--- config.mk ---
export PLATFORM = sky130hd
export DESIGN_NAME = border_mask
export DESIGN_NICKNAME = d
export VERILOG_FILES = /design/src/rtl/video_pkg.sv /design/src/rtl/edge_det.sv /design/src/rtl/border_mask.sv
export SDC_FILE = /design/constraint.sdc
export NUM_CORES = 1
export LEC_CHECK = 0
export ABC_AREA = 1
export CORE_UTILIZATION = 45
export CTS_BUF_LIST = sky130_fd_sc_hd__clkbuf_8
export DETAILED_ROUTE_END_ITERATION = 10
export GPL_ROUTABILITY_DRIVEN = 0
export PLACE_DENSITY_LB_ADDON = 0.05
export RECOVER_POWER = 50
export SETUP_SLACK_MARGIN = 0.1
export SLEW_MARGIN = 15
export SYNTH_ARGS = -nofsm -noshare
export SYNTH_HDL_FRONTEND = slang
export SYNTH_SLANG_ARGS = --single-unit
--- constraint.sdc ---
create_clock -name clk -period 4 [get_ports clk]
set_input_delay 1.2 -clock clk [delete_from_list [all_inputs] [get_ports clk]]
set_output_delay 1.2 -clock clk [all_outputs]
set_load 0.02 [all_outputs]
--- src/rtl/video_pkg.sv ---
// Shared video constants and pixel type for the post-convolution pixel path.
// Defaults match a 5x5 kernel (half-size 2) and 12-bit geometry counters.
package video_pkg;

    localparam int         BORDER_DEF = 2;
    localparam int         CW_DEF     = 12;
    localparam logic [7:0] MASK_VAL   = 8'h00;

    typedef struct packed {
        logic [7:0] r;
        logic [7:0] g;
        logic [7:0] b;
    } rgb_t;

endpackage

--- src/rtl/edge_det.sv ---
// Single-bit edge detector: remembers last cycle's level and flags rise/fall combinationally.
// Latency 0 from d_i to rise_o/fall_o; no backpressure.
module edge_det (
    input  logic clk,
    input  logic rst,
    input  logic d_i,
    output logic rise_o,
    output logic fall_o
);

    logic d_q;

    always_ff @(posedge clk or posedge rst) begin
        if (rst) begin
            d_q <= 1'b0;
        end else begin
            d_q <= d_i;
        end
    end

    assign rise_o = d_i & ~d_q;
    assign fall_o = ~d_i & d_q;

endmodule

--- src/rtl/border_mask.sv ---
// Blanks the BORDER-wide frame edge a 5x5 filter cannot compute, measuring line/frame size on the fly.
// Latency 1 clk; no backpressure. Macro BORDER_MASK_STATS_EN exposes the measured width/height.
module border_mask
    import video_pkg::*;
#(
    parameter int BORDER = BORDER_DEF,
    parameter int CW     = CW_DEF
) (
    input  logic          clk,
    input  logic          rst,
    input  logic [7:0]    rx_red,
    input  logic [7:0]    rx_green,
    input  logic [7:0]    rx_blue,
    input  logic          rx_dv,
    input  logic          rx_hs,
    input  logic          rx_vs,
    output logic [7:0]    tx_red,
    output logic [7:0]    tx_green,
    output logic [7:0]    tx_blue,
    output logic          tx_dv,
    output logic          tx_hs,
    output logic          tx_vs,
    output logic [CW-1:0] meas_width,
    output logic [CW-1:0] meas_height
);

    localparam logic [CW-1:0] CMAX     = '1;
    localparam logic [CW-1:0] ONE      = CW'(1);
    localparam logic [CW-1:0] B_W      = CW'(BORDER);
    localparam logic [CW-1:0] MIN_MEAS = CW'(2 * BORDER + 1);

    logic dv_rise, dv_fall, vs_rise, vs_fall_unused;

    edge_det u_dv_edge (
        .clk    (clk),
        .rst    (rst),
        .d_i    (rx_dv),
        .rise_o (dv_rise),
        .fall_o (dv_fall)
    );

    edge_det u_vs_edge (
        .clk    (clk),
        .rst    (rst),
        .d_i    (rx_vs),
        .rise_o (vs_rise),
        .fall_o (vs_fall_unused)
    );

    logic [CW-1:0] col_q, col_d, row_q, row_d;
    logic [CW-1:0] width_q, width_d, height_q, height_d;
    logic [CW-1:0] col_cur, row_cur, row_inc;
    logic          w_ok, h_ok, mask;
    rgb_t          pix_q, pix_d;
    logic          tx_dv_q, tx_hs_q, tx_vs_q;

    always_comb begin
        col_cur  = dv_rise ? '0 : ((col_q == CMAX) ? CMAX : col_q + ONE);
        row_cur  = vs_rise ? '0 : row_q;
        // A line ending in the same cycle vsync rises still belongs to the closing frame.
        row_inc  = (dv_fall && (row_q != CMAX)) ? row_q + ONE : row_q;

        // Subtractions below are only evaluated when the measurement guarantees no wrap.
        w_ok = (width_q  != '0) && (width_q  >= MIN_MEAS);
        h_ok = (height_q != '0) && (height_q >= MIN_MEAS);

        mask = !rx_dv
            || (col_cur < B_W)
            || (row_cur < B_W)
            || (w_ok && (col_cur >= width_q  - B_W))
            || (h_ok && (row_cur >= height_q - B_W));

        col_d    = rx_dv ? col_cur : col_q;
        width_d  = dv_fall ? ((col_q == CMAX) ? CMAX : col_q + ONE) : width_q;
        row_d    = vs_rise ? '0 : row_inc;
        height_d = vs_rise ? row_inc : height_q;

        if (mask) begin
            pix_d = '{r: MASK_VAL, g: MASK_VAL, b: MASK_VAL};
        end else begin
            pix_d = '{r: rx_red, g: rx_green, b: rx_blue};
        end
    end

    always_ff @(posedge clk or posedge rst) begin
        if (rst) begin
            col_q    <= '0;
            row_q    <= '0;
            width_q  <= '0;
            height_q <= '0;
            pix_q    <= '0;
            tx_dv_q  <= 1'b0;
            tx_hs_q  <= 1'b0;
            tx_vs_q  <= 1'b0;
        end else begin
            col_q    <= col_d;
            row_q    <= row_d;
            width_q  <= width_d;
            height_q <= height_d;
            pix_q    <= pix_d;
            tx_dv_q  <= rx_dv;
            tx_hs_q  <= rx_hs;
            tx_vs_q  <= rx_vs;
        end
    end

    assign tx_red   = pix_q.r;
    assign tx_green = pix_q.g;
    assign tx_blue  = pix_q.b;
    assign tx_dv    = tx_dv_q;
    assign tx_hs    = tx_hs_q;
    assign tx_vs    = tx_vs_q;

`ifdef BORDER_MASK_STATS_EN
    assign meas_width  = width_q;
    assign meas_height = height_q;
`else
    assign meas_width  = '0;
    assign meas_height = '0;
`endif

endmodule

# Word-level counts from Yosys, hierarchy flattened
# Cells that the tools add are included.
# word_totals
out_inout_bits	51
inputBits	29
romBits	0
ram_bits	0
latch_bits	0
memories	0
reg_bits	75
# classes
n_addsub	4
eq_ne	2
bitwise	6
mux	6
reduce_logical	12
shift	0
n_div	0
n_mul	0
n_lt_le_gt_ge	6
# ops
op	count
12-bit two-way mux	5
12-bit by 1-bit adder with 12-bit output, second input constant	2
12-bit greater-or-equal comparator	2
12-bit by 3-bit greater-or-equal comparator with 1-bit output, second input constant	2
12-bit by 2-bit less-than comparator with 1-bit output, second input constant	2
24-bit two-way mux	1
12-bit nonzero test	2
12-bit by 2-bit subtractor with 12-bit output, second input constant	2
12-bit equality test, second input constant	1
12-bit inequality test, second input constant	1
1-bit logical AND	5
1-bit logical OR	4
1-bit AND	3
1-bit NOT	3
1-bit logical NOT	1

# Depth between registers and ports, before layout
# depth
depth_word	9
depth_mapped	19

# By module
# Synthesis repeated with hierarchy kept, for this count alone.
# unflattened
cells_unflattened	601
area_unflattened_um2	4707.0
# modules_own_cells
mod	seq_area_each_um2	area_each_um2	cells_per_inst	instances
border_mask	1876.8	4619.4	589	1
edge_det	25.0	43.8	6	2

# Worst setup path after synthesis
# OpenSTA, ideal clock, no wires.
# synth_timing
path_kind	in2reg
from	in rx_vs
to	reg pix_q, in the netlist tx_blue[3]
required_time_ns	3.933
t_arrival_ns	3.118
n_path_buf	2
setup_slack_ns	0.815
path_stages	15
cell_sequence	inv_1 -> nor2_2 -> buf_2 -> inv_1 -> nand2_1 -> inv_1 -> ha_1 -> a21oi_1 -> o21ai_0 -> nand2_1 -> nand3_1 -> o21ai_0 -> nand3_4 -> buf_12 -> nor2_4
# synth_lines
item	line	source
start: declaration	border_mask.sv:16	input logic rx_vs,
end signal: assignment	border_mask.sv:100	pix_q <= pix_d;
end: declaration	border_mask.sv:54	rgb_t pix_q, pix_d;

==> run summary <==
The synthesized flop and latch total came out at 75. The clock-pin slew of the registers on the worst-case setup and hold paths came out at 0.08 ns. The required time at the endpoint of the critical path came out at 4.30 ns. The number of buffers on the longest clock path came out at 2. The number of top-level design ports is 80. The share of flip-flops with an asynchronous set or reset came out at 1.00. The pin count of the biggest net entering global routing is 60. The final max-slew violation count was 0. The clock insertion delay at the later pin of the skew report came out at 0.36 ns. The clock group share of total power is 0.292. The critical path in this run is classified as in -> reg. In this run the power spent charging and discharging nets is 0.746 mW. The post-route cell area is 5570 sq um. The final period demand of the worst path came out at 3.58 ns. TritonCTS built the clock tree. The total routing usage reported by global routing came out at 0.206. Of the total power, the share spent switching nets is 0.351. The number of enable-type register cells in the synthesized netlist came out at 0. Measured along the y axis, the die boundary spans 105 microns. The clock net in this run drives a total of 75 sinks.

The combinational power share came out at 0.299. Setup repair after global routing left no endpoint under its margin. Yosys printed 0 warnings.

The mean area per synthesized cell came out at 8.10 sq um. The placement-stage worst setup slack is 0.0284 ns. The number of hold-slack violations in the final timing report was 0. The cell count after placement is 773. The number of antenna diodes in the final layout is 0. The netlist area before placement is 4760 sq um.

The total via count in the routed design is 3744. The number of filler cells placed in the layout came out at 996. The min-delay analysis places its worst path in the category reg -> reg. The number of detailed-routing iterations run before antenna repair came out at 4. The wire length per cell is 12.9 microns. The die area is 11000 sq um.

For the pin with the worst max-slew slack, the measured transition is 1.49 ns. For this run, the leading register cell type out of synthesis is sky130_fd_sc_hd__dfrtp_1. The number of antenna violations at the first check in global routing was 0. The count of nets left with antenna violations after detail routing is 0.

The floorplan row count came out at 37. From synthesis to final layout, the design area changed by 17.0%. The worst-case setup margin in the final layout came out at 0.422 ns. The internal power component is 1.38 mW. On the final layout, the worst hold slack is 0.502 ns.

The power per unit of standard cell area is 381 nW/um^2. The total setup violations reported at the end of the flow came out at 0. The analysis attributes to cell leakage a power of 2.75 nW. The total core area came out at 10300 sq um.

Summed over all nets, the half-perimeter wirelength after detailed placement is 7740 microns. The worst max-slew margin expressed relative to the limit is 0.00548. The gate count of the mapped netlist came out at 588. The die is 105 microns wide. The total congestion overflow after global routing is 0.

For this run, design rule violations remaining after detail routing come to 0. The cts-stage hold buffer count came out at 0. The via count of the first global-routing pass came out at 3655. The number of standard cells in the final layout excluding fillers is 789. The initial core utilization came out at 0.464. The part of the cycle the worst path needs is 0.895. Clock tree synthesis inserted a total of 9 buffers. The first-pass GRT wire length came out at 17800 microns.

The run finished, with violations left. The cell at the root of the clock tree is sky130_fd_sc_hd__clkbuf_8. For the worst setup path, the data arrival time is 3.87 ns. After routing, the total negative slack on setup checks comes to 0 ns.

The count of cell types in the netlist came out at 35. The H-tree depth came out at 3. Once placement finished, the instance area stood at 5390 sq um. The biggest area contributor in the post-synthesis netlist is sky130_fd_sc_hd__dfrtp_1. The sequential cell fraction of total power is 0.409. The sequential fraction of the synthesis area is 0.394. The critical path capture point type is a register.

The worst clock skew is 0.00726 ns. The commonest cells after synthesis are sky130_fd_sc_hd__nand2_1, sky130_fd_sc_hd__inv_1, sky130_fd_sc_hd__dfrtp_1, sky130_fd_sc_hd__nor2_1, sky130_fd_sc_hd__o21ai_0. At the end of the flow, the number of nets in the layout was 705.

Ranked by total cell area, the synthesized netlist is headed by sky130_fd_sc_hd__dfrtp_1, sky130_fd_sc_hd__nand2_1, sky130_fd_sc_hd__ha_1. The routed design has 10200 microns of wire. The share of layout cells above drive strength 1 is 0.103. The most common cell in the synthesized netlist is sky130_fd_sc_hd__nand2_1. The number of port buffers came out at 55. The worst setup path is launched from a primary input.

After detailed routing, the number of vias per cell comes to 4.75. Derived from the worst setup path, the maximum achievable clock frequency is 279 MHz. The worst voltage drop across the vdd grid is 177 uV. Along the worst path, the maximum fanout reaches 24.

The count of routing violations after the opening detailed-route iteration came out at 232. Of the post-synthesis cell area, the dominant cell type holds 0.394. The checks that failed: capacitance limit. The total of max-cap violations came out at 1.
-- power groups by stage --
stage / Clock (mW) / Sequential, mW / Combinational [mW]
after floorplan: 0 / 0.893 / 0.472
after global placement: 0 / 0.882 / 0.632
after detailed placement: 0 / 0.882 / 0.641
after CTS: 0.645 / 0.867 / 0.646
after global routing: 0.682 / 0.878 / 0.728
final: 0.620 / 0.868 / 0.634
-- cell usage in the layout (no fill, tap or decap), drive strengths merged --
| cell type | instances |
|---|---|
| clkinv | 1 |
| o21ai | 41 |
| or2 | 1 |
| nor3b | 1 |
| and2 | 2 |
| dfrtp | 75 |
| clkdlybuf4s50 | 51 |
| xnor2 | 5 |
| dlygate4sd3 | 4 |
| bufinv | 1 |
| nand2 | 110 |
| buf | 6 |
| nor2 | 93 |
| conb | 24 |
| o21bai | 2 |
| nand3b | 1 |
| clkinvlp | 3 |
| nor4 | 1 |
| nand4 | 9 |
| nand3 | 30 |
| nor3 | 12 |
| ha | 28 |
| a211oi | 1 |
| clkbuf | 12 |
| inv | 97 |
| a31oi | 6 |
| xor2 | 24 |
| a21oi | 12 |
-- cell families after synthesis --
family	Yosys count	share of synthesized area
AOI/OAI and AO/OA	62	0.0683
xor gates and xnor gates	29	0.0533
adders and majority gates	28	0.0735
buffers and inverters	133	0.135
DFF	75	0.394
other	1	0.000787
and+or+nand+nor	260	0.275
-- through the flow --
| stage | util | power (mW) |
|---|---|---|
| 6_report | 0.542 | 2.12 |
| 5_1_grt | 0.542 | 2.29 |
| 4_1_cts | 0.545 | 2.16 |
| 3_5_place_dp | 0.524 | 1.52 |
| 3_3_place_gp | 0.524 | 1.51 |
| 2_1_floorplan | - | 1.37 |
-- state kept, by name, indices dropped and copies added, names as in the netlist --
signal         count
tx_vs              1
tx_blue            8
tx_green           8
tx_hs              1
col_q             12
height_q          12
row_q             12
width_q           12
tx_red             8
u_dv_edge.d_q      1
-- critical path: stages --
cell,delay [ns]
sky130_fd_sc_hd__dlygate4sd3_1,0.54
sky130_fd_sc_hd__inv_1,0.05
sky130_fd_sc_hd__nor2_1,0.18
sky130_fd_sc_hd__inv_1,0.22
sky130_fd_sc_hd__nand2_1,0.18
sky130_fd_sc_hd__inv_1,0.06
sky130_fd_sc_hd__ha_1,0.30
sky130_fd_sc_hd__a21oi_1,0.15
sky130_fd_sc_hd__nor2_1,0.05
sky130_fd_sc_hd__nor3_1,0.14
sky130_fd_sc_hd__nand4_1,0.11
sky130_fd_sc_hd__a21oi_1,0.23
sky130_fd_sc_hd__nand3_4,0.11
sky130_fd_sc_hd__buf_12,0.21
sky130_fd_sc_hd__nor2_1,0.11
-- path summary, 6_finish.rpt --
path	startpoint	to	slack, ns	cells after the start
worst max-delay path	rx_dv	tx_red[7]$_DFF_PP0_	0.42	15
worst min-delay path	height_q[10]$_DFFE_PP0P_	height_q[10]$_DFFE_PP0P_	0.50	2
worst min register to register	height_q[10]$_DFFE_PP0P_	height_q[10]$_DFFE_PP0P_	0.50	2
worst max register to register	height_q[1]$_DFFE_PP0P_	tx_red[7]$_DFF_PP0_	0.67	19
max in group asynchronous	rst	width_q[7]$_DFFE_PP0P_	0.77	3
min in group asynchronous	rst	height_q[4]$_DFFE_PP0P_	1.38	2
-- metal layers --
layer  up-vias  wire, microns  global-route usage
met4         0            210              0.0835
met3        18            729              0.0605
met1      1690           5140               0.301
met5         -              0                   0
met2       122           4110               0.282
li1       1914              -                   -
-- final cells by class --
cell class              count  area (sq um)  share of cell area
flip-flops and latches     75          1880               0.337
clock buffers              10           138              0.0247
inverters                  96           363              0.0651
well taps                 136           170              0.0305
repair buffers             63           629               0.113
multi-input cells         403          2330               0.417
clock inverters             6          71.3              0.0128
-- repair_timing --
action / in CTS / in global routing
setup buffers: 0 / 0
setup endpoints to repair: 0 / 24
resized for setup: 0 / 1
Power figures use the tool's default switching activity.
